### src/rtl/bp_me_dma_channel_arbiter.sv
// Merges several DMA requesters onto one DMA port. Per-direction order queues of
// requester IDs steer write-data and read-return beats to and from their owners.
module bp_me_dma_channel_arbiter #(
  parameter int num_chan_p    = 3,
  parameter int pkt_width_p   = 33,
  parameter int data_width_p  = 64,
  parameter int block_beats_p = 8,
  parameter int max_rd_p      = 4,
  parameter int max_wr_p      = 2,
  parameter int fixed_prio_p  = 0
) (
  input  logic                                clk_i,
  input  logic                                reset_n_i,
  input  logic [num_chan_p*pkt_width_p-1:0]   chan_pkt_i,
  input  logic [num_chan_p-1:0]               chan_pkt_v_i,
  output logic [num_chan_p-1:0]               chan_pkt_ready_and_o,
  input  logic [num_chan_p*data_width_p-1:0]  chan_wdata_i,
  input  logic [num_chan_p-1:0]               chan_wdata_v_i,
  output logic [num_chan_p-1:0]               chan_wdata_ready_and_o,
  output logic [num_chan_p*data_width_p-1:0]  chan_rdata_o,
  output logic [num_chan_p-1:0]               chan_rdata_v_o,
  input  logic [num_chan_p-1:0]               chan_rdata_ready_and_i,
  output logic [pkt_width_p-1:0]              dma_pkt_o,
  output logic                                dma_pkt_v_o,
  input  logic                                dma_pkt_ready_and_i,
  output logic [data_width_p-1:0]             dma_data_o,
  output logic                                dma_data_v_o,
  input  logic                                dma_data_ready_and_i,
  input  logic [data_width_p-1:0]             dma_data_i,
  input  logic                                dma_data_v_i,
  output logic                                dma_data_ready_and_o
);

  localparam int IdW   = (num_chan_p > 1) ? $clog2(num_chan_p) : 1;
  localparam int RPtrW = (max_rd_p > 1) ? $clog2(max_rd_p) : 1;
  localparam int WPtrW = (max_wr_p > 1) ? $clog2(max_wr_p) : 1;
  localparam int RCntW = $clog2(max_rd_p + 1);
  localparam int WCntW = $clog2(max_wr_p + 1);
  localparam int BeatW = (block_beats_p > 1) ? $clog2(block_beats_p) : 1;

  // live_q[1] rises on the second clock edge after reset, keeping all
  // valids and readies low through the first cycle out of reset.
  logic [1:0]       live_q;
  logic             active;

  logic [IdW-1:0]   rq_mem_q [max_rd_p];
  logic [RPtrW-1:0] rq_rptr_q, rq_rptr_d, rq_wptr_q, rq_wptr_d;
  logic [RCntW-1:0] rq_cnt_q, rq_cnt_d;
  logic [IdW-1:0]   wq_mem_q [max_wr_p];
  logic [WPtrW-1:0] wq_rptr_q, wq_rptr_d, wq_wptr_q, wq_wptr_d;
  logic [WCntW-1:0] wq_cnt_q, wq_cnt_d;
  logic [BeatW-1:0] rcnt_q, rcnt_d, wcnt_q, wcnt_d;
  logic [IdW-1:0]   rr_q, rr_d, lock_id_q, lock_id_d;
  logic             lock_v_q, lock_v_d;

  logic [num_chan_p-1:0]  elig;
  logic                   any_elig;
  logic [IdW-1:0]         grant;
  logic [pkt_width_p-1:0] win_pkt;
  logic                   pkt_hs, rq_push, wq_push;
  logic                   rq_full, wq_full, rq_act, wq_act;
  logic [IdW-1:0]         rq_head, wq_head;
  logic                   w_hs, w_last, r_hs, r_last;

  assign active  = live_q[1];
  assign rq_full = (rq_cnt_q == RCntW'(max_rd_p));
  assign wq_full = (wq_cnt_q == WCntW'(max_wr_p));
  assign rq_act  = active & (rq_cnt_q != '0);
  assign wq_act  = active & (wq_cnt_q != '0);
  assign rq_head = rq_mem_q[rq_rptr_q];
  assign wq_head = wq_mem_q[wq_rptr_q];

  // A full queue blocks its push even if it pops this cycle.
  always_comb begin
    elig = '0;
    for (int i = 0; i < num_chan_p; i++) begin
      if (chan_pkt_i[i*pkt_width_p + pkt_width_p - 1])
        elig[i] = active & chan_pkt_v_i[i] & ~wq_full;
      else
        elig[i] = active & chan_pkt_v_i[i] & ~rq_full;
    end
  end

  assign any_elig = |elig;

  // A stalled grant stays locked until its handshake so the packet never switches.
  always_comb begin
    int idx;
    idx   = 0;
    grant = '0;
    if (lock_v_q && elig[lock_id_q]) begin
      grant = lock_id_q;
    end else if (fixed_prio_p != 0) begin
      for (int i = num_chan_p - 1; i >= 0; i--)
        if (elig[i]) grant = IdW'(i);
    end else begin
      for (int k = num_chan_p - 1; k >= 0; k--) begin
        idx = int'(rr_q) + k;
        if (idx >= num_chan_p) idx = idx - num_chan_p;
        if (elig[IdW'(idx)]) grant = IdW'(idx);
      end
    end
  end

  assign win_pkt     = chan_pkt_i[int'(grant)*pkt_width_p +: pkt_width_p];
  assign dma_pkt_o   = win_pkt;
  assign dma_pkt_v_o = any_elig;
  assign pkt_hs      = any_elig & dma_pkt_ready_and_i;
  assign wq_push     = pkt_hs & win_pkt[pkt_width_p-1];
  assign rq_push     = pkt_hs & ~win_pkt[pkt_width_p-1];

  always_comb begin
    chan_pkt_ready_and_o = '0;
    if (any_elig) chan_pkt_ready_and_o[grant] = dma_pkt_ready_and_i;
  end

  assign dma_data_v_o = wq_act & chan_wdata_v_i[wq_head];
  assign dma_data_o   = chan_wdata_i[int'(wq_head)*data_width_p +: data_width_p];
  assign w_hs         = dma_data_v_o & dma_data_ready_and_i;
  assign w_last       = w_hs & (wcnt_q == BeatW'(block_beats_p - 1));

  always_comb begin
    chan_wdata_ready_and_o = '0;
    if (wq_act) chan_wdata_ready_and_o[wq_head] = dma_data_ready_and_i;
  end

  assign chan_rdata_o         = {num_chan_p{dma_data_i}};
  assign dma_data_ready_and_o = rq_act & chan_rdata_ready_and_i[rq_head];
  assign r_hs                 = rq_act & dma_data_v_i & chan_rdata_ready_and_i[rq_head];
  assign r_last               = r_hs & (rcnt_q == BeatW'(block_beats_p - 1));

  always_comb begin
    chan_rdata_v_o = '0;
    if (rq_act) chan_rdata_v_o[rq_head] = dma_data_v_i;
  end

  always_comb begin
    rr_d = rr_q;
    if (pkt_hs) rr_d = (int'(grant) == num_chan_p - 1) ? '0 : grant + IdW'(1);
    lock_v_d  = any_elig & ~dma_pkt_ready_and_i;
    lock_id_d = grant;

    wcnt_d = wcnt_q;
    if (w_last)    wcnt_d = '0;
    else if (w_hs) wcnt_d = wcnt_q + BeatW'(1);
    rcnt_d = rcnt_q;
    if (r_last)    rcnt_d = '0;
    else if (r_hs) rcnt_d = rcnt_q + BeatW'(1);

    rq_wptr_d = rq_wptr_q;
    if (rq_push) rq_wptr_d = (rq_wptr_q == RPtrW'(max_rd_p - 1)) ? '0 : rq_wptr_q + RPtrW'(1);
    rq_rptr_d = rq_rptr_q;
    if (r_last)  rq_rptr_d = (rq_rptr_q == RPtrW'(max_rd_p - 1)) ? '0 : rq_rptr_q + RPtrW'(1);
    rq_cnt_d  = rq_cnt_q + RCntW'(rq_push) - RCntW'(r_last);

    wq_wptr_d = wq_wptr_q;
    if (wq_push) wq_wptr_d = (wq_wptr_q == WPtrW'(max_wr_p - 1)) ? '0 : wq_wptr_q + WPtrW'(1);
    wq_rptr_d = wq_rptr_q;
    if (w_last)  wq_rptr_d = (wq_rptr_q == WPtrW'(max_wr_p - 1)) ? '0 : wq_rptr_q + WPtrW'(1);
    wq_cnt_d  = wq_cnt_q + WCntW'(wq_push) - WCntW'(w_last);
  end

  always_ff @(posedge clk_i or negedge reset_n_i) begin
    if (!reset_n_i) begin
      live_q    <= '0;
      rr_q      <= '0;
      lock_v_q  <= 1'b0;
      lock_id_q <= '0;
      rcnt_q    <= '0;
      wcnt_q    <= '0;
      rq_rptr_q <= '0;
      rq_wptr_q <= '0;
      rq_cnt_q  <= '0;
      wq_rptr_q <= '0;
      wq_wptr_q <= '0;
      wq_cnt_q  <= '0;
      for (int i = 0; i < max_rd_p; i++) rq_mem_q[i] <= '0;
      for (int i = 0; i < max_wr_p; i++) wq_mem_q[i] <= '0;
    end else begin
      live_q    <= {live_q[0], 1'b1};
      rr_q      <= rr_d;
      lock_v_q  <= lock_v_d;
      lock_id_q <= lock_id_d;
      rcnt_q    <= rcnt_d;
      wcnt_q    <= wcnt_d;
      rq_rptr_q <= rq_rptr_d;
      rq_wptr_q <= rq_wptr_d;
      rq_cnt_q  <= rq_cnt_d;
      wq_rptr_q <= wq_rptr_d;
      wq_wptr_q <= wq_wptr_d;
      wq_cnt_q  <= wq_cnt_d;
      if (rq_push) rq_mem_q[rq_wptr_q] <= grant;
      if (wq_push) wq_mem_q[wq_wptr_q] <= grant;
    end
  end

  // Read-return beats with no outstanding read are a protocol error upstream.
  unexpected_rdata_a: assert property (@(posedge clk_i) disable iff (!reset_n_i)
    !(dma_data_v_i && (rq_cnt_q == '0)));

endmodule

### config.mk
export PLATFORM = sky130hd
export DESIGN_NAME = bp_me_dma_channel_arbiter
export DESIGN_NICKNAME = d
export VERILOG_FILES = /design/src/rtl/bp_me_dma_channel_arbiter.sv
export SDC_FILE = /design/constraint.sdc
export NUM_CORES = 1
export LEC_CHECK = 0
export ABC_AREA = 0
export BUFFER_PORTS_ARGS = -buffer_cell sky130_fd_sc_hd__buf_4
export CORE_AREA = 2 2 261 263
export CTS_BUF_LIST = sky130_fd_sc_hd__clkbuf_4 sky130_fd_sc_hd__clkbuf_8 sky130_fd_sc_hd__clkbuf_16
export DETAILED_ROUTE_END_ITERATION = 10
export DIE_AREA = 0 0 263 265
export HOLD_SLACK_MARGIN = 0.05
export SLEW_MARGIN = 20
export SYNTH_ARGS = -nofsm -noshare
export SYNTH_HDL_FRONTEND = slang
export SYNTH_SLANG_ARGS = --single-unit
### constraint.sdc
create_clock -name clk_i -period 4.3 [get_ports clk_i]
set_input_delay 0.43 -clock clk_i [delete_from_list [all_inputs] [get_ports clk_i]]
set_output_delay 0.43 -clock clk_i [all_outputs]
set_load 0.005 [all_outputs]
* Word-level counts from Yosys, hierarchy flattened
Index checks and enable logic that the tools add are counted.
** Operators by class
- Add/sub/neg operators :: 16
- $mul :: 1
- Divide/modulo/power cells :: 0
- $lt $le $gt $ge :: 19
- Eq/ne operators :: 7
- Shifts and indexed selects :: 2
- Muxes and demuxes :: 58
- Bitwise logic cells :: 33
- Reductions and logical operators :: 11
** Operators by type and width (count)
- 192-bit by 9-bit variable part select with 64-bit output :: 1
- 99-bit by 9-bit variable part select with 33-bit output :: 1
- 2-bit 2-to-1 mux :: 20
- 1-bit bitwise AND :: 22
- 3-bit 2-to-1 mux :: 7
- 1-bit 2-to-1 mux :: 17
- 1-bit binary-select mux with 2-bit select :: 6
- 2-bit by 3-bit < comparator with 1-bit output (second input constant) :: 4
- 2-bit by 4-bit < comparator with 1-bit output (second input constant) :: 3
- 3-bit bitwise AND :: 3
- 3-bit equality test (second input constant) :: 3
- 8-bit bitwise mux :: 1
- 2-bit equality test (second input constant) :: 4
- 2-bit by 6-bit multiplier with 8-bit output (second input constant) :: 1
- 2-bit by 1-bit adder with 2-bit output (second input constant) :: 3
- 3-bit by 1-bit adder with 3-bit output (second input constant) :: 2
- 1-bit demux with 2-bit select :: 3
- 2-bit by 1-bit >= comparator with 1-bit output (second input constant) :: 3
- 2-bit >= comparator (second input constant) :: 3
- 3-bit by 2-bit >= comparator with 1-bit output (second input constant) :: 2
- 3-bit >= comparator (second input constant) :: 2
- 1-bit logical AND :: 6
- 2-bit inverter with 3-bit output :: 2
- 2-bit nonzero test :: 3
- other kinds (18) :: 25
** Storage, ports and cells
- Bits in registers :: 36
- Latch bits :: 0
- RAM bits :: 0
- Bits in read-only memories :: 0
- Bits of input ports :: 369
- Output and inout bits :: 301
- Word-level logic and storage cells :: 165
- Memories kept :: 0

* Logic depth before layout (Yosys ltp)
- Word-level depth :: 21
- Depth in mapped cells :: 16
- Gate-level depth less buffers :: 15

* Least setup slack after synthesis
Ideal clock, no wire load.
- Path kind :: flip-flop to flip-flop
- Start point :: register rq_cnt_q[1]
- End point :: register rq_cnt_q[2]
- Arrival time :: 3.361 ns
- Required time :: 4.177 ns
- Slack :: 0.816 ns
- Stages on the path, launching flop included :: 14
- Period minus slack after synthesis :: 3.484 ns
- Path through :: dfrtp_1 -> or4b_4 -> a41oi_2 -> o31ai_1 -> a221oi_4 -> nor3_2 -> or3_1 -> ha_1 -> inv_1 -> ha_1 -> inv_1 -> fa_1 -> xnor2_1 -> xnor2_1
** On the way
- Word-level cells in the longest chain between the ends :: 17
- Elaborated cells between the ends (all ways) :: 37
** RTL lines
- start: declaration :: RTL line 48 : logic [RCntW-1:0] rq_cnt_q, rq_cnt_d;
- start signal: assignment :: RTL line 188 : rq_cnt_q <= rq_cnt_d;
- 3-bit equality test :: RTL line 66 : assign rq_full = (rq_cnt_q == RCntW'(max_rd_p));
- 1-bit inverter :: RTL line 80 : elig[i] = active & chan_pkt_v_i[i] & ~rq_full;
- 1-bit bitwise AND :: RTL line 80
- 1-bit 2-to-1 mux :: RTL line 77 : if (chan_pkt_i[i*pkt_width_p + pkt_width_p - 1])
- 1-bit binary-select mux with 2-bit select :: RTL line 100 : if (elig[IdW'(idx)]) grant = IdW'(idx);
- 1-bit 2-to-1 mux (implied by the code) (2 in series) :: RTL line 100
- 2-bit 2-to-1 mux (3 in series) :: RTL line 100
- 2-bit 2-to-1 mux :: RTL line 91 : if (lock_v_q && elig[lock_id_q]) begin
- 2-bit by 6-bit multiplier with 8-bit output :: RTL line 105 : assign win_pkt = chan_pkt_i[int'(grant)*pkt_width_p +: pkt_width_p];
- 99-bit by 9-bit variable part select with 33-bit output :: RTL line 105
- 1-bit inverter :: RTL line 110 : assign rq_push = pkt_hs & ~win_pkt[pkt_width_p-1];
- 1-bit bitwise AND :: RTL line 110
- 3-bit by 1-bit adder with 3-bit output :: RTL line 154 : rq_cnt_d = rq_cnt_q + RCntW'(rq_push) - RCntW'(r_last);
- 3-bit by 1-bit subtractor with 3-bit output (*) :: RTL line 154
- via rq_cnt_d[2] :: RTL line 48
Mark *: on every way through the listed nets, which the timed path passes. The rest lies on a longest branch. The select of a mux whose other input is x is not followed.
A chain may end at the register's enable or synchronous reset.

* Final worst setup path
Same ends and word-level chain as after synthesis.

==> results.cfg <==
[timing]
hold_violations = 0
finClkSkew_ns = 0.003604
finalCritPeriodShare_pct = 87.33
rsz0062_at_grt = false
finalMaxSlewViolations = 0
worst_slack_ns = 0.5446
setup_violations = 0
fmax_ghz = 0.2663
maxSlewHeadroom_pct = 57.49
tightest_slew_ns = 0.6377
whs_ns = 0.09660
setup_tns_ns = 0
min_period_ns = 3.755

[global_routing]
grt_max_degree = 64
antenna_found_initial = 2
grt_usage_pct = 7.581
grt_pass1_vias = 5748
overflow = 0
grt_pass1_wl_um = 39030

[layout]
area_growth_pct = 53.71
fin_nets = 1313
drive_gt1_share_pct = 48.65
fillers = 7777

[logic_synthesis]
syn_inst = 725
synth.ff_latch_count = 36
yosys_warnings = 0
ys_types = 47
synthArstFlopShare_pct = 100.0
synth-edff-count = 0
syn_nets = 1110
ys_dominant_reg_cell = dfrtp_1
seq_area_frac_synth_pct = 16.53
netlist_area_um2 = 5449
syn-mean-instance-area_um2 = 7.516

[clock_network]
root_buffer = clkbuf_16
cts_buffers = 5
clock-sinks = 36
path_clk_slew_ns = 0.05
clockBufferDepth = 2
htreeDepth = 2
ctsHoldBuffers = 0
cts_setup_buffers = 0
clock_latency_ns = 0.27
cts_tree = done
cts_resized = 0

[power]
leakagePower_nw = 3.873
power.switching_w = 0.001901
comb_power_share_pct = 75.6
powerDensity_nw_per_um2 = 492.6
seqPwrFrac_pct = 14.5
pwr-share-clk_pct = 9.9
ir_drop_mv = 0.2054
p_sw_share_pct = 46.09
intPower_w = 0.002224

[floorplan]
num_rows = 95
die_area_um2 = 69700
core_area_um2 = 66800
dieWidth_um = 263
io_pins = 670
die_y_um = 265
start_util_pct = 8.157

[routing]
via_count = 5685
route.detailed.drc = 0
route.final.wire_length_um = 28470
avgViaCountPerCell = 3.153
firstDrtPassIters = 4
first_iter_violations = 390
wire_per_inst_um = 15.79
ant_nets = 0

[placed_design]
dpl.hpwl_um = 24560
gp_congestion = 0.8265
place.port_buffers = 413
dp_slack_ns = 0.4787

[setup_path]
critPathTopFamily = simple AND/OR/NAND/NOR gates
crit_path_max_fanout = 13
critPathMaxStageDelay_ns = 0.61
reg2reg_slack_ns = 0.54
startpoint_type = flop
endpoint_kind = flop
crit_arrival_ns = 3.91
worst_ep_required_time_ns = 4.46
crit_buf_inv = 2
critPathKind = reg2reg
path_cells = or4b_1 -> nand4_1 -> nand3_1 -> o41ai_1 -> a21o_1 -> or3_1 -> ha_1 -> inv_1 -> ha_1 -> inv_1 -> fa_1 -> xnor2_1 -> xnor2_1
critPathSlowestCell = or4b_1

[status]
status = completed

[worst_hold_path]
hold_path_class = in2async

[run]
cap_violations = 0
[power by group through the flow]
stage | clock network, W | logic, W | registers (W)
after floorplan | 0 | 0.00156 | 0.000564
after global placement | 0 | 0.00315 | 0.000603
after detailed placement | 0 | 0.00320 | 0.000603
after CTS | 0.000421 | 0.00321 | 0.000598
after global routing | 0.000436 | 0.00344 | 0.000621
final | 0.000409 | 0.00312 | 0.000599
[synthesized netlist by cell type, drive strengths merged, types with 7 or more instances]
master	count	share of area (%)
nor2	10	0.69
nand2	140	9.6
inv	19	1.3
a21oi	8	0.73
buf	192	26
ha	15	3.4
mux2	15	3.1
mux2i	67	12
a22oi	32	4.4
o21ai	73	6.7
clkbuf	35	2.4
dfrtp	36	17
nor3	7	0.73
[cells by family after synthesis]
kind of cell | after synthesis | share of synthesized area, %
AND/OR/NAND/NOR | 206 | 17.57
AO/OA/AOI/OAI | 130 | 14.65
multiplexers | 84 | 16.23
XOR/XNOR | 6 | 0.9644
flip-flops | 36 | 16.53
buffers and inverters | 246 | 30.17
adder cells (fa/ha/maj) | 16 | 3.812
other | 1 | 0.06882
[flip-flops by register name (all words and copies together), names as in the netlist]
| register | count |
|---|---|
| wq_rptr_q | 1 |
| wq_cnt_q | 2 |
| rr_q | 2 |
| rq_rptr_q | 2 |
| rq_mem_q | 8 |
| rcnt_q | 3 |
| lock_v_q | 1 |
| live_q | 2 |
| rq_wptr_q | 2 |
| wq_wptr_q | 1 |
| lock_id_q | 2 |
| wcnt_q | 3 |
| wq_mem_q | 4 |
| rq_cnt_q | 3 |
[cells in the final DEF, fill, tap and decap left out, types with 2 or more instances in the layout]
cell type,count
and4b_1,2
buf_4,420
or4_4,4
a21o_1,6
nor3b_1,2
and3_1,5
o21ai_0,72
and2_1,4
a22oi_1,32
mux4_2,2
nor4b_1,2
nor2_1,9
nor3_1,6
mux2_1,8
nand2b_1,2
nand4_1,5
dfrtp_1,36
clkbuf_16,5
buf_12,3
nand3_1,6
a31oi_1,4
a21oi_1,8
mux2i_1,67
nand2_1,140
nor2b_1,5
nand3b_1,3
ha_1,15
inv_1,19
or3_1,3
mux2_2,6
xnor2_1,5
[path summary, 6_finish.rpt]
kind | from | endpoint | cells after the start
worst max register to register | rq_cnt_q[1]$_DFF_PN0_ | rq_cnt_q[2]$_DFF_PN0_ | 13
worst min-delay path | reset_n_i | rq_cnt_q[2]$_DFF_PN0_ | 1
worst min register to register | live_q[0]$_DFF_PN0_ | live_q[1]$_DFF_PN0_ | 0
worst max-delay path | rq_cnt_q[1]$_DFF_PN0_ | rq_cnt_q[2]$_DFF_PN0_ | 13
max in group asynchronous | reset_n_i | wcnt_q[0]$_DFFE_PN0P_ | 1
min in group clk_i | live_q[0]$_DFF_PN0_ | live_q[1]$_DFF_PN0_ | 0
[routing by layer]
layer,vias to the layer above,GRT usage (%),routed length (um)
li1,2682,-,-
met1,2555,9.482,12040
met5,-,0,13
met3,78,2.908,2915
met4,2,2.842,904
met2,368,11.75,12600
[metrics by stage]
stage	std cells	util (%)	cell area (um2)	power (W)
floorplan	725	-	5449	0.002128
global placement	1793	12.25	8180	0.003758
detailed placement	1794	12.28	8205	0.003800
CTS	1802	12.53	8373	0.004228
global route	1802	12.53	8373	0.004493
finish	1803	12.54	8376	0.004126
[cell type report]
cell class	count	area, um2	share of cell area (%)
Antenna cell	1	2.502	0.02988
Clock buffer	6	132.6	1.584
Sequential cell	36	900.9	10.76
Tap cell	873	1092	13.04
Multi-Input combinational cell	443	2928	34.96
Clock inverter	2	35.03	0.4183
Inverter	19	71.32	0.8515
Timing Repair Buffer	423	3213	38.36
Note: power is estimated with default switching activity, not from simulation.
